--- src/rtl/demux8_buffer.sv ---
// demux8_buffer: registered 1-to-8 demultiplexer with per-destination holding slots.
// A producer word is steered into slot sel and held there until consumer sel acks it.
// Every slot drains on its own schedule. A slot that is acked in the same cycle it is
// written passes the new word straight through, with no bubble between words.
module demux8_buffer #(
    parameter int width = 32
) (
    input  logic                 clk,
    input  logic                 reset_n,
    input  logic                 in_valid,
    output logic                 in_ready,
    input  logic [2:0]           sel,
    input  logic [width-1:0]     din,
    input  logic                 flush,
    output logic [8*width-1:0]   out_data,
    output logic [7:0]           out_valid,
    input  logic [7:0]           out_ack,
    output logic [3:0]           count
);

    logic       accept;
    logic [7:0] next_valid;
    logic [3:0] next_count;

    // Only the addressed slot can block the producer. in_ready is also held low
    // during flush and while reset is asserted.
    always_comb begin
        in_ready = reset_n & ~flush & (~out_valid[sel] | out_ack[sel]);
        accept   = in_valid & in_ready;
    end

    // Next slot occupancy: acks clear first, then an accept sets its slot. Flush
    // overrides both. The population count is formed here so it registers in step.
    always_comb begin
        next_valid = out_valid & ~out_ack;
        if (accept) begin
            next_valid[sel] = 1'b1;
        end
        if (flush) begin
            next_valid = 8'h00;
        end
        next_count = 4'd0;
        for (int k = 0; k < 8; k++) begin
            next_count = next_count + {3'b000, next_valid[k]};
        end
    end

    // Slot flags and the occupancy count.
    always_ff @(posedge clk or negedge reset_n) begin
        if (!reset_n) begin
            out_valid <= 8'h00;
            count     <= 4'd0;
        end else begin
            out_valid <= next_valid;
            count     <= next_count;
        end
    end

    // Slot data loads only on accept. An acked or flushed slot keeps its stale word.
    always_ff @(posedge clk or negedge reset_n) begin
        if (!reset_n) begin
            out_data <= '0;
        end else begin
            for (int k = 0; k < 8; k++) begin
                if (accept && (sel == 3'(k))) begin
                    out_data[k*width +: width] <= din;
                end
            end
        end
    end

endmodule

--- config.mk ---
export PLATFORM = sky130hd
export DESIGN_NAME = demux8_buffer
export DESIGN_NICKNAME = d
export VERILOG_FILES = /design/src/rtl/demux8_buffer.sv
export SDC_FILE = /design/constraint.sdc
export NUM_CORES = 1
export LEC_CHECK = 0
export CORE_MARGIN = 2
export CORE_UTILIZATION = 51
export DETAILED_ROUTE_END_ITERATION = 10
export GPL_TIMING_DRIVEN = 0
export PLACE_DENSITY = 0.86
export SLEW_MARGIN = 10
export SYNTH_ARGS = -nofsm -noshare
export SYNTH_HDL_FRONTEND = slang
export SYNTH_SLANG_ARGS = --single-unit
--- constraint.sdc ---
create_clock -name clk -period 6.2 [get_ports clk]
set_input_delay 1.24 -clock clk [delete_from_list [all_inputs] [get_ports clk]]
set_output_delay 1.24 -clock clk [all_outputs]
set_load 0.03 [all_outputs]
* Word level (Yosys, flattened, before mapping)
Cells that the tools add are included.
** Storage, ports and cells
- Register bits :: 268
- Bits of input ports :: 47
- Output and inout port bits :: 269
- Logic and storage cells :: 53
** Operators by class
- $add $sub $neg :: 7
- Magnitude comparators :: 2
- Eq/ne operators :: 7
- Multiplexer cells :: 8
- Bitwise operators :: 9
- Reduce and logical (&&, ||, !) cells :: 10
** Operators with widths (number)
- $add 4x1->4 :: 4
- $mux 8 :: 2
- $eq 3x3->1 const B :: 4
- $logic_and 1x1->1 :: 9
- $and 8x8->8 :: 1
- $not 8->8 :: 1
- $or 8x8->8 :: 1
- $bmux 1 s3 :: 2
- $eq 3x2->1 const B :: 2
- $add 3x1->4 :: 1
- $lt 3x4->1 const B :: 1
- $add 2x1->3 :: 1
- $and 1x1->1 :: 3
- $demux 1 s3 :: 1
- $eq 3x1->1 const B :: 1
- $ge 3x1->1 const B :: 1
- $logic_not 3->1 :: 1
- $mux 1 :: 3
- $add 1x1->2 :: 1
- $not 1->1 :: 2
- $or 1x1->1 :: 1

* Depth between registers and ports, before layout
Gate-level depths: netlist of run 1.
- Depth after elaboration :: 15
- Mapped depth :: 11
- Depth with buffers taken out :: 10

* Worst setup path before layout of run 1
Ideal clock, no wire load.
- Path type :: input port to flip-flop
- From :: in flush
- To :: reg count[2]
- Setup time :: 123 ps
- Data arrival time :: 4149 ps
- Required time :: 6077 ps
- Path slack :: 1928 ps
- Cell stages on the path :: 11
- Path buffers :: 1
- Cells stage by stage :: and4bb_2 buf_4 a31oi_1 or2_2 fa_1 fa_1 fa_1 inv_1 ha_1 fa_1 xor2_1
** Between the ends
- Word-level cells in the longest chain between the ends :: 13
** Ends and longest elaborated chain
- start: declaration :: RTL line 14 : input logic flush,
- $not 1->1 :: RTL line 28 : in_ready = reset_n & ~flush & (~out_valid[sel] | out_ack[sel]);
- $and 1x1->1 (2 in series) :: RTL line 28
- $and 1x1->1 :: RTL line 29 : accept = in_valid & in_ready;
- $mux 8 :: RTL line 36 : if (accept) begin
- $mux 8 * :: RTL line 39 : if (flush) begin
- $add 1x1->2 :: RTL line 44 : next_count = next_count + {3'b000, next_valid[k]};
- $add 2x1->3 :: RTL line 44
- $add 3x1->4 :: RTL line 44
- $add 4x1->4 (3 in series) :: RTL line 44
- $add 4x1->4 * :: RTL line 44
- via next_count[2] :: RTL line 23 : logic [3:0] next_count;
- end signal: assignment :: RTL line 55 : count <= next_count;
- end: declaration :: RTL line 18 : output logic [3:0] count
The timed path passes the listed nets; every way through them passes the cells marked *.
A chain may end at the register's enable or synchronous reset.

* Worst setup path in the final report of run 1
- From :: in reset_n
- To :: reg count[2]
** Between the ends
- Word-level cells in the longest chain between the ends :: 12
** Ends and longest elaborated chain
- start: declaration :: RTL line 9 : input logic reset_n,
- $and 1x1->1 * (2 in series) :: RTL line 28
- $and 1x1->1 * :: RTL line 29
- $mux 8 * :: RTL line 36
- $mux 8 * :: RTL line 39
- $add 1x1->2 :: RTL line 44
- $add 2x1->3 :: RTL line 44
- $add 3x1->4 :: RTL line 44
- $add 4x1->4 (3 in series) :: RTL line 44
- $add 4x1->4 * :: RTL line 44
- via next_count[2] :: RTL line 23
Marked as above.

==> flow_metrics.env, run 1 <==
export IMPL_syn_nets=674
export IMPL_yosys_cell_types_count=32
export IMPL_cts_root_buf="clkbuf_16"
export IMPL_grt_pass1_wl_um=42300
export IMPL_slew_viol_final=0
export IMPL_rsz0062_at_grt="false"
export IMPL_clockBufferDepth=3
export IMPL_wire_per_inst_um=21.9
export IMPL_antenna_left=0
export IMPL_layout_setup_ws_ns=1.37
export IMPL_grt_max_degree=112
export IMPL_critPathLaunchType="primary input"
export IMPL_totalWireLength_um=27400
export IMPL_min_path_type="register to register"
export IMPL_synthesis_area_um2=10400
export IMPL_path_cells="buf_8 > buf_16 > and4bb_2 > buf_4 > a31oi_1 > or2_2 > fa_1 > fa_1 > fa_1 > inv_1 > ha_1 > fa_1 > xor2_1"
export IMPL_clk_pin_slew_ns=0.06
export IMPL_syn_area_per_cell_um2=16.7
export IMPL_cts_tree="yes"
export IMPL_holdWs_ns=0.495
export IMPL_placed_area_um2=13900
export IMPL_slew_headroom_pct=60.2
export IMPL_timing_worst_setup_path_type="primary input to register"
export IMPL_fin_crit_sh_pct=77.9
export IMPL_worstHoldStart="out_data[230]"
export IMPL_drive_gt1_share_pct=34.8
export IMPL_ctsHoldBuffers=0
export IMPL_cts_setup_buffers=0
export IMPL_pin_count=316
export IMPL_yosys_area_top_type="dfrtp_1"
export IMPL_cts_made_buffers=27
export IMPL_synthTopCellsByArea="dfrtp_1 (65%), mux2_2 (28%), buf_4 (1.4%), fa_1 (0.77%), buf_6 (0.65%)"
export IMPL_antenna_cells=0
export IMPL_cp_depth=13
export IMPL_cts_sinks=268
export IMPL_arrival_ns=5.23
export IMPL_hold_viol=0
export IMPL_synth_top_area_share_pct=64.7
export IMPL_crit_top_cell="fa_1"
export IMPL_cts_resized=0
export IMPL_fp_row_count=52
export IMPL_crit_buf_inv=4
export IMPL_whs_endpoint="out_data[230]"
export IMPL_drt_initial_drc_count=201
export IMPL_ys_seq_elements=268
export IMPL_fmax_ghz=0.207
export IMPL_r2r_cells=10
export IMPL_vias=6614
export IMPL_final_core_util_pct=73.6
export IMPL_routed_via_density=5.29
export IMPL_fin_nets=1018
export IMPL_p_leak_nw=6.65
export IMPL_status="finished clean"
export IMPL_synth_edff_count=0
export IMPL_crit_path_end_kind="register"
export IMPL_coreArea_um2=20100
export IMPL_cp_required_ns=6.59
export IMPL_ir_drop_mv=0.327
export IMPL_tightest_slew_ns=0.595
export IMPL_area_delta_synth_final_pct=42.8
export IMPL_worstReg2RegStart="out_valid[3]"
export IMPL_cp_max_fo=103
export IMPL_synth_commonest_cells="dfrtp_1 (268), mux2_2 (255), buf_4 (20), a21oi_1 (7), nor2b_1 (7)"
export IMPL_netlist_instances=620
export IMPL_fin_skew_ns=0.0140
export IMPL_synth_most_common_cell="dfrtp_1"
export IMPL_hold_depth=1
export IMPL_cpLargestDelayFamily="adder cells"
export IMPL_io_buffers=313
export IMPL_die_x_um=147
export IMPL_cpPeakStageDelay_ns=0.51
export IMPL_initial_core_util_pct=51.6
export IMPL_antenna_found_initial=0
export IMPL_crit_path_start="reset_n"
export IMPL_finalSetupViolCount=0
export IMPL_dp_hpwl_um=19100
export IMPL_dpl_worst_slack_ns=0.785
export IMPL_die_area_um2=21500
export IMPL_critPathSlowestCell="fa_1"
export IMPL_maxCapViolCount=0
export IMPL_final_cell_area_um2=14800
export IMPL_grt_pass1_vias=7081
export IMPL_synthArstFlopShare_pct=100
export IMPL_reg2reg_to="count[2]"
export IMPL_dr_pass1_iters=4
export IMPL_overflow=0
export IMPL_htree_levels=1
export IMPL_layout_min_cycle_time_ns=4.83
export IMPL_yosysWarnings=0
export IMPL_globalplace_congestion=0.811
export IMPL_power_density_nw_per_um2=386
export IMPL_rrSetupSlack_ns=2.72
export IMPL_ys_flop_type="dfrtp_1"
export IMPL_drc=0
export IMPL_seq_area_frac_synth_pct=64.7
export IMPL_clkLatencyLatePin_ns=0.53
export IMPL_die_h_um=147
export IMPL_grt_use_total_pct=25.6
export IMPL_finalPower_mw=5.72
worst max-delay path by stage:
stage / slack, ns / to
after floorplan: 1.93 / count[2]
after global placement: -8.98 / count[2]
after detailed placement: 0.79 / count[2]
after CTS: 1.32 / count[2]
after global routing: 1.12 / count[2]
final: 1.37 / count[2]
kinds of logic (layout without fill, tap and decap cells):
logic type | count (synthesis) | in the layout | synth area share, %
flops | 268 | 268 | 64.7
mux | 258 | 258 | 28.2
simple gates | 40 | 40 | 2.70
buf+inv | 33 | 394 | 2.38
compound gates | 13 | 13 | 0.772
fa+ha+maj | 7 | 7 | 1.13
xor+xnor | 1 | 1 | 0.0845
state kept, by name (all words and copies together), names as in the netlist:
register   flops
out_data     256
out_valid      8
count          4
report_power, final:
part,switching [mW],leakage (nW),internal (mW)
Sequential,0.171,3.44,2.08
Clock,0.650,0.453,1.00
Combinational,1.01,2.76,0.809
Total,1.84,6.65,3.89
per-layer routing:
layer	track usage [%]	routed length, um	up-vias	part of all wire (%)
li1	-	-	2884	-
met1	32.8	11100	3389	40
met2	41.7	13100	291	48
met3	7.78	2300	50	8.4
met4	9.13	899	0	3.3
met5	0	0	-	0
cell type report:
class / count / area [um2]
Sequential cell: 268 / 6710
Inverter: 4 / 15.0
Tap cell: 270 / 338
Clock inverter: 9 / 124
Buffer: 29 / 231
Fill cell: 1262 / 5300
Multi-Input combinational cell: 319 / 3410
Clock buffer: 37 / 783
Timing Repair Buffer: 315 / 3190
placed cells by master (no fill, tap or decap), drive strengths merged:
cell,count
a21o,3
clkdlybuf4s50,312
nand2b,5
mux2,256
nand3,4
xor2,1
clkbuf,39
buf,30
nor2b,7
mux4,2
and2b,1
nor2,5
nor3,1
ha,3
clkinv,5
a31oi,2
nand4b,1
bufinv,3
fa,4
a2bb2o,1
nand2,5
and4bb,1
inv,5
and4b,1
nor3b,4
dfrtp,268
a21oi,7
nand3b,1
or2,4
per-stage QoR:
step	TNS, ns	instances
4_1_cts	0	1251
5_1_grt	0	1251
3_3_place_gp	-3963.53	1203
2_1_floorplan	0	620
6_report	0	1251
3_5_place_dp	0	1205
(Power assumes the default switching activity.)
==> run 2: changes to the inputs <==
Settings changed: CORE_UTILIZATION 51 to 47, PLACE_DENSITY 0.86 to 0.8.
Clock period 6.2 ns to 4.7 ns, I/O delays scaled along.
==> run 2 against run 1 <==
Compared with the run above:
- sequential cell count unchanged
- final cell count up 1.4%
- worst setup slack worse by 1.0 ns
- via count up 0.12%
- sequential share of layout area down 0.33 points
- clock skew down 0.00051 ns
- sequential power up 32%
- worst hold slack worse by 0.13 ns
- register-to-register slack worse by 1.5 ns
==> flow_metrics.env, run 2 (synthesized netlist as in run 1, its figures left out) <==
export IMPL_fin_nets=1021
export IMPL_final_cell_area_um2=14900
export IMPL_final_cell_mix="clkdlybuf4s50_1 (312), dfrtp_1 (268), mux2_2 (255)"
export IMPL_largest_reg_flops=256
export IMPL_ir_drop_mv=0.421
export IMPL_crit_path_start="reset_n"
export IMPL_top_regs="out_data x256, out_valid x8, count x4"
export IMPL_fp_row_count=54
export IMPL_reg2reg_to="count[2]"
export IMPL_vias=6622
export IMPL_holdWs_ns=0.369
export IMPL_arrival_ns=4.78
export IMPL_slew_headroom_pct=57.4
export IMPL_cts_sinks=268
export IMPL_die_x_um=153
export IMPL_clockBufferDepth=3
export IMPL_tightest_slew_ns=0.636
export IMPL_slew_viol_final=0
export IMPL_globalplace_congestion=0.804
export IMPL_worstReg2RegStart="out_valid[3]"
export IMPL_layout_min_cycle_time_ns=4.36
export IMPL_cts_setup_buffers=0
export IMPL_pin_count=316
export IMPL_cts_tree="yes"
export IMPL_largest_register="out_data"
export IMPL_crit_top_cell="fa_1"
export IMPL_fin_setup_tns_ns=0
export IMPL_path_cells="buf_8 > buf_16 > and4bb_2 > buf_4 > a31oi_1 > or2_2 > fa_1 > fa_1 > fa_1 > inv_1 > ha_1 > fa_1 > xor2_1"
export IMPL_placed_cells=1215
export IMPL_io_buffers=313
export IMPL_coreArea_um2=21800
export IMPL_antenna_found_initial=0
export IMPL_drc=0
export IMPL_initial_core_util_pct=47.7
export IMPL_rrSetupSlack_ns=1.25
export IMPL_antenna_cells=0
export IMPL_cts_root_buf="clkbuf_16"
export IMPL_grt_use_total_pct=23.9
export IMPL_finalSetupViolCount=0
export IMPL_r2r_cells=10
export IMPL_wire_per_inst_um=22.1
export IMPL_antenna_left=0
export IMPL_fin_crit_sh_pct=92.9
export IMPL_crit_end="count[2]"
export IMPL_p_leak_nw=6.69
export IMPL_grt_pass1_vias=7163
export IMPL_area_delta_synth_final_pct=43.9
export IMPL_min_path_type="primary input to async pin"
export IMPL_totalWireLength_um=28000
export IMPL_status="finished clean"
export IMPL_die_area_um2=23300
export IMPL_drive_gt1_share_pct=35.1
export IMPL_final_core_util_pct=68.6
export IMPL_maxCapViolCount=0
export IMPL_drt_initial_drc_count=259
export IMPL_layout_commonest_cell="clkdlybuf4s50_1"
export IMPL_crit_path_end_kind="register"
export IMPL_dr_pass1_iters=5
export IMPL_clkLatencyLatePin_ns=0.54
export IMPL_timing_worst_setup_path_type="primary input to register"
export IMPL_cp_max_fo=70
export IMPL_grt_max_degree=114
export IMPL_critPathLaunchType="primary input"
export IMPL_fin_skew_ns=0.0135
export IMPL_htree_levels=1
export IMPL_routed_via_density=5.22
export IMPL_cts_made_buffers=29
export IMPL_overflow=0
export IMPL_grt_pass1_wl_um=43300
export IMPL_final_cells=1269
export IMPL_die_h_um=153
export IMPL_cpPeakStageDelay_ns=0.52
export IMPL_rsz0062_at_grt="false"
export IMPL_cp_required_ns=5.12
export IMPL_hold_viol=0
export IMPL_clk_pin_slew_ns=0.06
export IMPL_power_density_nw_per_um2=514
export IMPL_fmax_ghz=0.229
export IMPL_placed_area_um2=13900
export IMPL_dp_hpwl_um=19300
export IMPL_critPathSlowestCell="fa_1"
run 2: stage by stage:
stage                     total power, mW  setup WS (ns)
after global routing                 7.94          0.128
after CTS                            7.73         0.0870
after detailed placement             5.41         -0.467
after floorplan                      4.25          0.728
final                                7.66          0.336
after global placement               5.35         -10.19
run 2: what timing repair did:
action | in CTS | in global routing
hold buffers | 0 | 0
endpoints found under the setup margin | 0 | 2
gates resized for setup | 0 | 0
run 2: critical path: cells and delay by family:
kind,cells,cell delay [ns]
simple gates,2,0.57
fa+ha+maj,5,2.02
compound gates,1,0.10
buf+inv,4,0.93
xor+xnor,1,0.17
run 2: layout make-up:
class | count | area, um2
fill | 1533 | 6840
sequential | 268 | 6710
multi-input combinational | 319 | 3410
timing repair buffer | 316 | 3220
clock buffer | 43 | 868
tap | 280 | 350
buffer | 29 | 231
clock inverter | 10 | 111
inverter | 4 | 15.0
run 2: worst min path at each step:
stage	startpoint	endpoint
global route	reset_n	out_data[148]
global placement	out_data[230]	out_data[230]
floorplan	reset_n	count[0]
CTS	reset_n	out_data[180]
detailed placement	out_data[57]	out_data[57]
finish	reset_n	out_data[148]
run 2: power by group:
| part | switching, mW | total [mW] | internal (mW) | leakage [nW] |
|---|---|---|---|---|
| Clock | 0.911 | 2.29 | 1.38 | 0.477 |
| Sequential | 0.222 | 2.96 | 2.74 | 3.44 |
| Combinational | 1.34 | 2.41 | 1.07 | 2.77 |
run 2: metal layers:
| metal | wire (um) | vias to the layer above | GRT usage [%] |
|---|---|---|---|
| li1 | - | 2899 | - |
| met1 | 11400 | 3366 | 30.1 |
| met2 | 13200 | 277 | 38.7 |
| met3 | 2240 | 80 | 7.71 |
| met4 | 1140 | 0 | 9.26 |
| met5 | 0 | - | 0 |
